===== config.mk =====
export PLATFORM = sky130hd
export DESIGN_NAME = sha256_msg_feeder_flat
export DESIGN_NICKNAME = d
export VERILOG_FILES = /design/src/rtl/sha256_pkg.sv /design/src/rtl/sha256_msg_feeder_if.sv /design/src/rtl/sha256_pad_word.sv /design/src/rtl/sha256_msg_feeder.sv /design/src/flat_wrapper.sv
export SDC_FILE = /design/constraint.sdc
export NUM_CORES = 2
export LEC_CHECK = 0
export CORE_AREA = 4 4 411 413
export DETAILED_ROUTE_END_ITERATION = 16
export DIE_AREA = 0 0 415 417
export GPL_TIMING_DRIVEN = 0
export MAX_ROUTING_LAYER = met4
export PLACE_DENSITY_LB_ADDON = 0.3
export SYNTH_ARGS = -nofsm -noshare
export SYNTH_HDL_FRONTEND = slang
export SYNTH_SLANG_ARGS = --single-unit

===== constraint.sdc =====
create_clock -name clk -period 4.4 [get_ports clk]
set_input_delay 0.66 -clock clk [delete_from_list [all_inputs] [get_ports clk]]
set_output_delay 0.66 -clock clk [all_outputs]
set_load 0.02 [all_outputs]

===== src/rtl/sha256_pkg.sv =====
// Shared types and constants for the SHA-256 message feeder and its helpers.
package sha256_pkg;

  typedef enum logic [2:0] {
    ST_INIT,
    ST_FILL,
    ST_PADZ,
    ST_LEN,
    ST_START,
    ST_WAIT,
    ST_SETTLE,
    ST_OUT
  } state_e;

  localparam logic [31:0] PAD_WORD    = 32'h8000_0000;
  localparam int          BLOCK_WORDS = 16;

  // Message bits contributed by a final word; 4..7 all count as a full word.
  function automatic logic [63:0] last_word_bits(input logic [2:0] bytes);
    return bytes[2] ? 64'd32 : {58'd0, bytes, 3'b000};
  endfunction

endpackage


===== src/rtl/sha256_msg_feeder_if.sv =====
// Bundles the message stream, core control and digest output of the feeder.
interface sha256_msg_feeder_if;
  logic [31:0]  s_data;
  logic         s_valid;
  logic         s_ready;
  logic         s_last;
  logic [2:0]   s_bytes;
  logic         core_acc_reset;
  logic         core_start;
  logic [511:0] core_block;
  logic         core_done;
  logic [255:0] core_digest;
  logic         d_valid;
  logic [255:0] d_data;
  logic         d_ready;

  modport master (
    input  s_data, s_valid, s_last, s_bytes, core_done, core_digest, d_ready,
    output s_ready, core_acc_reset, core_start, core_block, d_valid, d_data
  );

  modport slave (
    output s_data, s_valid, s_last, s_bytes, core_done, core_digest, d_ready,
    input  s_ready, core_acc_reset, core_start, core_block, d_valid, d_data
  );
endinterface


===== src/rtl/sha256_pad_word.sv =====
// Final-word formatter: keeps the valid leading bytes, zeroes the rest and
// appends the 0x80 marker directly after the last message byte.
module sha256_pad_word
  import sha256_pkg::*;
(
  input  logic [31:0] data,
  input  logic [2:0]  bytes,
  output logic [31:0] word
);

  always_comb begin
    word = data;
    case (bytes)
      3'd0:    word = PAD_WORD;
      3'd1:    word = {data[31:24], 24'h80_0000};
      3'd2:    word = {data[31:16], 16'h8000};
      3'd3:    word = {data[31:8], 8'h80};
      default: word = data;
    endcase
  end

endmodule


===== src/rtl/sha256_msg_feeder.sv =====
// Packs a byte-granular word stream into padded 512-bit SHA-256 blocks,
// sequences the compression core and presents the final digest.
module sha256_msg_feeder
  import sha256_pkg::*;
(
  input  logic                 clk,
  input  logic                 reset,
  sha256_msg_feeder_if.master  bus
);

  state_e                         state, state_nxt;
  logic [3:0]                     idx;
  logic [63:0]                    bit_cnt;
  logic [BLOCK_WORDS-1:0][31:0]   block;
  logic [255:0]                   digest;
  logic                           final_blk, extra_blk, wrap_pad;
  logic                           accept, last_full;
  logic [31:0]                    pad_word;

  sha256_pad_word u_pad (
    .data  (bus.s_data),
    .bytes (bus.s_bytes),
    .word  (pad_word)
  );

  assign accept    = (state == ST_FILL) && bus.s_valid && !reset;
  assign last_full = bus.s_bytes[2];

  always_ff @(posedge clk) begin
    if (reset) state <= ST_INIT;
    else       state <= state_nxt;
  end

  always_comb begin
    state_nxt          = state;
    bus.s_ready        = 1'b0;
    bus.core_acc_reset = 1'b0;
    bus.core_start     = 1'b0;
    bus.d_valid        = 1'b0;
    case (state)
      ST_INIT: state_nxt = ST_FILL;
      ST_FILL: begin
        if (accept) begin
          if (!bus.s_last)    state_nxt = (idx == 4'd15) ? ST_START : ST_FILL;
          else if (last_full) state_nxt = (idx <= 4'd12) ? ST_PADZ : ST_START;
          else                state_nxt = (idx <= 4'd13) ? ST_PADZ : ST_START;
        end
      end
      ST_PADZ:   state_nxt = (idx >= 4'd13) ? ST_LEN : ST_PADZ;
      ST_LEN:    state_nxt = ST_START;
      ST_START:  state_nxt = ST_WAIT;
      ST_WAIT:   if (bus.core_done) state_nxt = ST_SETTLE;
      ST_SETTLE: begin
        if (final_blk)      state_nxt = ST_OUT;
        else if (extra_blk) state_nxt = ST_PADZ;
        else                state_nxt = ST_FILL;
      end
      ST_OUT:    if (bus.d_ready) state_nxt = ST_INIT;
      default:   state_nxt = ST_INIT;
    endcase
    // Outputs are gated by reset so they read idle while it is held.
    bus.s_ready        = (state == ST_FILL)  && !reset;
    bus.core_acc_reset = (state == ST_INIT)  && !reset;
    bus.core_start     = (state == ST_START) && !reset;
    bus.d_valid        = (state == ST_OUT)   && !reset;
  end

  always_ff @(posedge clk) begin
    if (reset) begin
      idx       <= '0;
      bit_cnt   <= '0;
      block     <= '0;
      digest    <= '0;
      final_blk <= 1'b0;
      extra_blk <= 1'b0;
      wrap_pad  <= 1'b0;
    end else begin
      case (state)
        ST_INIT: begin
          idx       <= '0;
          bit_cnt   <= '0;
          final_blk <= 1'b0;
          extra_blk <= 1'b0;
          wrap_pad  <= 1'b0;
        end
        ST_FILL: begin
          if (accept) begin
            block[idx] <= bus.s_last ? pad_word : bus.s_data;
            if (!bus.s_last) begin
              bit_cnt <= bit_cnt + 64'd32;
              idx     <= idx + 4'd1;
            end else begin
              bit_cnt <= bit_cnt + last_word_bits(bus.s_bytes);
              if (last_full) begin
                // The marker word spills into the next block when idx is 15.
                if (idx == 4'd15) begin
                  wrap_pad  <= 1'b1;
                  extra_blk <= 1'b1;
                end else begin
                  block[idx + 4'd1] <= PAD_WORD;
                  if (idx <= 4'd12) idx <= idx + 4'd2;
                  else begin
                    extra_blk <= 1'b1;
                    if (idx == 4'd13) block[15] <= '0;
                  end
                end
              end else if (idx <= 4'd13) begin
                idx <= idx + 4'd1;
              end else begin
                extra_blk <= 1'b1;
                if (idx == 4'd14) block[15] <= '0;
              end
            end
          end
        end
        ST_PADZ: begin
          if (idx <= 4'd13) block[idx] <= '0;
          if (idx <= 4'd12) idx <= idx + 4'd1;
        end
        ST_LEN: begin
          block[14] <= bit_cnt[63:32];
          block[15] <= bit_cnt[31:0];
          final_blk <= 1'b1;
        end
        ST_SETTLE: begin
          if (final_blk) begin
            digest <= bus.core_digest;
          end else if (extra_blk) begin
            extra_blk <= 1'b0;
            wrap_pad  <= 1'b0;
            if (wrap_pad) begin
              block[0] <= PAD_WORD;
              idx      <= 4'd1;
            end else begin
              idx <= '0;
            end
          end else begin
            idx <= '0;
          end
        end
        default: ;
      endcase
    end
  end

  assign bus.core_block = block;
  assign bus.d_data     = digest;

endmodule


===== src/flat_wrapper.sv =====
// flat-port wrapper written by rule: the top's interface ports become plain ports
module sha256_msg_feeder_flat import sha256_pkg::*;
  (clk, reset, bus_s_data, bus_s_valid, bus_s_last, bus_s_bytes, bus_core_done, bus_core_digest, bus_d_ready, bus_s_ready, bus_core_acc_reset, bus_core_start, bus_core_block, bus_d_valid, bus_d_data);
  sha256_msg_feeder_if bus_i ();
  input  logic clk;
  input  logic reset;
  input wire logic [$bits(bus_i.s_data)-1:0] bus_s_data;
  input wire logic [$bits(bus_i.s_valid)-1:0] bus_s_valid;
  input wire logic [$bits(bus_i.s_last)-1:0] bus_s_last;
  input wire logic [$bits(bus_i.s_bytes)-1:0] bus_s_bytes;
  input wire logic [$bits(bus_i.core_done)-1:0] bus_core_done;
  input wire logic [$bits(bus_i.core_digest)-1:0] bus_core_digest;
  input wire logic [$bits(bus_i.d_ready)-1:0] bus_d_ready;
  output wire logic [$bits(bus_i.s_ready)-1:0] bus_s_ready;
  output wire logic [$bits(bus_i.core_acc_reset)-1:0] bus_core_acc_reset;
  output wire logic [$bits(bus_i.core_start)-1:0] bus_core_start;
  output wire logic [$bits(bus_i.core_block)-1:0] bus_core_block;
  output wire logic [$bits(bus_i.d_valid)-1:0] bus_d_valid;
  output wire logic [$bits(bus_i.d_data)-1:0] bus_d_data;
  assign bus_i.s_data = bus_s_data;
  assign bus_i.s_valid = bus_s_valid;
  assign bus_i.s_last = bus_s_last;
  assign bus_i.s_bytes = bus_s_bytes;
  assign bus_i.core_done = bus_core_done;
  assign bus_i.core_digest = bus_core_digest;
  assign bus_i.d_ready = bus_d_ready;
  assign bus_s_ready = bus_i.s_ready;
  assign bus_core_acc_reset = bus_i.core_acc_reset;
  assign bus_core_start = bus_i.core_start;
  assign bus_core_block = bus_i.core_block;
  assign bus_d_valid = bus_i.d_valid;
  assign bus_d_data = bus_i.d_data;
  sha256_msg_feeder u_core (.clk(clk), .reset(reset), .bus(bus_i));
endmodule

==> Flow_metrics.wiki <==
{| class="wikitable"
! Metric !! Value
|-
| Avg WL per Cell || slightly above 30 um
|-
| Proportion of layout cells with a drive suffix above 1 || 8.112%
|-
| Critical path arrival || around 3.6 ns
|-
| Input/output buffers || 1068
|-
| Leftover overflow at the end of global routing || 0
|-
| Via count of the first global-routing pass || slightly above 30000
|-
| Synthesized instance count || around 3300
|-
| Hold violation count in the final report || 0
|-
| Category of the worst setup path launch point || input port
|-
| Count of synthesis-stage warnings from yosys || 0
|-
| Leakage power || 16.50 nW
|-
| Antenna violations before repair || 20
|-
| Number of enable-type register cells in the synthesized netlist || 0
|-
| Hold/Removal Path Class || register to register
|-
| Count of boundary I/O pins || approximately 1100
|-
| Cts bufs inserted || just over 100
|-
| Share of the core filled with cells in the final layout || roughly 30%
|-
| Worst voltage drop across the vdd grid || slightly below 300 uV
|-
| Cell Rows || 149
|-
| Critical path data required time || around 3.7 ns
|-
| Clock latency of the later-clocked register in the worst-skew pair || approximately 0.75 ns
|-
| Maximum clock insertion buffer count || 3
|-
| Clock Skews || between 0.05 and 0.06 ns
|-
| Placed Cells || between 6000 and 7000
|-
| Post-Syn Nets || 3644
|-
| Area of the die || about 170000 um^2
|-
| Basic-gate share of the synthesized area counting and, or, nand and nor cells || ~15%
|-
| Top cells by instance count after synthesis || sky130_fd_sc_hd__dfxtp_1 (839), sky130_fd_sc_hd__nand2_1 (636), sky130_fd_sc_hd__a22o_1 (356)
|-
| Filler Cells Inserted || 17480
|-
| Share of the clock period used by the worst path || a little over nine tenths
|-
| Count of routing violations after the opening detailed-route iteration || between 3000 and 4000
|-
| Die Y-Extent || 417 um
|-
| Compound-gate portion of the synthesized area || about a quarter
|-
| Area of the mapped netlist || roughly 31000 um^2
|-
| Worst setup EP type || output pin
|-
| Buffer count from post-CTS setup fixing || 0
|-
| CP cell instances || clkdlybuf4s50_1, buf_2, buf_1, clkbuf_2, nor4b_4, clkdlybuf4s50_1
|-
| Fraction of the yosys area taken by sequential cells || between 50% and 60%
|-
| Clock sink count || around 840
|-
| Final std cell area, no fill || a little under 50000 um^2
|-
| Aggregate global-route resource usage || between 20% and 30%
|-
| Length of the first detailed-routing pass in iterations || 8
|-
| ANT nets after route || 0
|-
| Fraction of registers with async set or reset after synthesis || 0%
|-
| Flip-flop and latch count after synthesis || between 800 and 900
|-
| WP buf/inv || 5
|-
| Run status || finished, violations left
|-
| Post-layout worst setup margin || 0.09813 ns
|-
| Total setup violations reported at the end of the flow || 0
|-
| RSZ-0062 raised after global routing || no
|-
| Post-Syn Area per Cell || 9.370 um^2
|-
| Area added between synthesis and finish || 55.14%
|-
| Path type of the worst setup path || input port to output pin
|-
| Mux contribution to synthesized area || 0.3085%
|-
| Final period demand of the worst path || 4.302 ns
|-
| Most used DFF post-synth || sky130_fd_sc_hd__dfxtp_1
|-
| Synth Area in Adders || 0.5850%
|-
| Most repeated cell in the gate-level netlist after synthesis || sky130_fd_sc_hd__dfxtp_1
|-
| Violated checks || capacitance limit, slew limit
|-
| Clock Pin Slew Worst Setup and Hold Paths || about 0.060 ns
|-
| Worst slew margin relative to its limit || -1.443%
|-
| Power per Cell Area || a little under 400 nW/um^2
|-
| CP delay by family, top || buffers and inverters
|-
| Peak fanout along the critical path || 19
|-
| Total of max-cap violations || 1
|-
| Die outline width || slightly above 400 um
|-
| Via count || between 30000 and 40000
|-
| Largest stage delay on the critical path || 0.70 ns
|-
| H-tree depth reported by CTS || 3
|-
| Worst slack after detailed placement || -1.357 ns
|-
| Number of design rule violations left after detail routing || 0
|-
| Main combinational cell family by area after synthesis || compound AO/OA/AOI/OAI gates
|-
| GP Congestion || slightly below 1
|-
| Root buf cell || sky130_fd_sc_hd__clkbuf_16
|-
| Slowest stage cell on the critical path || sky130_fd_sc_hd__clkdlybuf4s50_1
|-
| FMAX || about 230 MHz
|-
| Net count of the finished layout || just under 5000
|-
| Parity-gate share of the synthesized area counting xor and xnor cells || 0.6731%
|-
| Transition time at the pin with the least slew margin || between 1.5 and 2 ns
|-
| Synth area leaders || sky130_fd_sc_hd__dfxtp_1 (54%), sky130_fd_sc_hd__a22o_1 (10%), sky130_fd_sc_hd__nand2_1 (7.6%)
|-
| Sum of net half-perimeters after detailed placement || 168000 um
|-
| Largest net degree at the start of global routing || 20
|-
| First-pass GRT wire length || 270400 um
|-
| Vias per Instance || around 4.7
|-
| Area share of the largest cell type after synthesis || a little over half
|-
| Number of non-filler instances in the completed layout || between 6000 and 7000
|-
| Cell taking the most area after synthesis || sky130_fd_sc_hd__dfxtp_1
|-
| DRT Wirelength || between 200000 and 250000 um
|-
| Final slew viol count || 7
|-
| CTS tree || done
|-
| Effective utilization at floorplan || approximately a fifth
|-
| Placed standard-cell area || about 45000 um^2
|-
| Count of distinct cell types in the synthesized netlist || 97
|-
| Cell with the most instances on the worst path || sky130_fd_sc_hd__clkdlybuf4s50_1
|-
| Core Area || around 160000 um^2
|}
-- tightest hold or removal path: cells and delay by family (launching register included) --
family / cells / cell delay, ns
DFF: 1 / 0.31
AOI/OAI and AO/OA: 1 / 0.05
and+or+nand+nor: 1 / 0.05
-- cells by family (layout without fill, tap and decap cells) --
logic type | count (synthesis) | count (layout)
AO/OA/AOI/OAI | 1072 | 1072
multiplexers | 9 | 9
buffers and inverters | 351 | 1616
XOR/XNOR | 24 | 24
AND/OR/NAND/NOR | 1024 | 1024
adder cells (fa/ha/maj) | 14 | 14
flip-flops | 839 | 839
other | 0 | 15
-- cells in the final DEF (no fill, tap or decap), drive strengths merged, types with 39 or more instances in the layout --
cell           count
dfxtp            839
o21ai             81
a21oi            339
o22ai             39
inv               81
buf              126
nor2             114
clkdlybuf4s50   1068
o2bb2ai           55
nand3             69
clkbuf           311
nand2            636
a22o             356
-- timing repair --
item	in CTS	in global routing
setup endpoints to repair	3	1
pin swaps	0	0
resized for setup	10	2
hold buffers	0	0
-- path summary, 6_finish.rpt --
path / startpoint / endpoint / slack (ns) / depth (start not counted)
worst max register to register: u_core.idx[0] / u_core.bus.core_block[217] / 0.42 / 9
worst min-delay path: u_core.bus.d_data[53] / u_core.bus.d_data[53] / 0.45 / 2
worst max-delay path: reset / bus_core_start / 0.1 / 6
worst min register to register: u_core.bus.d_data[53] / u_core.bus.d_data[53] / 0.45 / 2
-- metrics by stage --
stage                     power [W]  hold slack (ns)  setup TNS [ns]
after floorplan            0.008854           0.4563               0
after global placement      0.01004           0.4422          -60.14
after detailed placement    0.01007           0.4457          -30.34
after CTS                   0.01899           0.3951               0
after global routing        0.01936           0.4323               0
final                       0.01882           0.4509               0
-- where the power goes --
| group | internal (W) | leakage (nW) | switching [W] |
|---|---|---|---|
| Clock | 0.00518 | 1.71 | 0.00373 |
| Combinational | 0.000724 | 8.03 | 0.00142 |
| Sequential | 0.00770 | 6.76 | 0.0000729 |
-- sequential cells by signal, indices dropped and copies added (netlist names) --
register,cells
u_core.wrap_pad,1
u_core.extra_blk,1
u_core.idx,4
u_core.final_blk,1
u_core.bus.core_block,512
u_core.bit_cnt,61
u_core.state,3
u_core.bus.d_data,256
-- layout make-up --
class	count	area (um^2)	share of cell area, %
Clock inverter	38	543.0	1.121
Clock buffer	147	2960	6.110
Multi-Input combinational cell	2143	12990	26.81
Antenna cell	15	37.54	0.07748
Tap cell	2189	2739	5.653
Timing Repair Buffer	1081	10860	22.42
Buffer	277	1245	2.570
Inverter	73	274.0	0.5656
Sequential cell	839	16800	34.67
-- per-layer routing --
metal  vias to the layer above  track usage, %  wire length (um)
met5                         -               -                 0
met3                       347           6.633             17230
li1                      14410               -                 -
met1                     15840           27.58             83470
met2                      1539           35.46             93200
met4                         0           11.83             12210
Power figures use the tool's default switching activity.
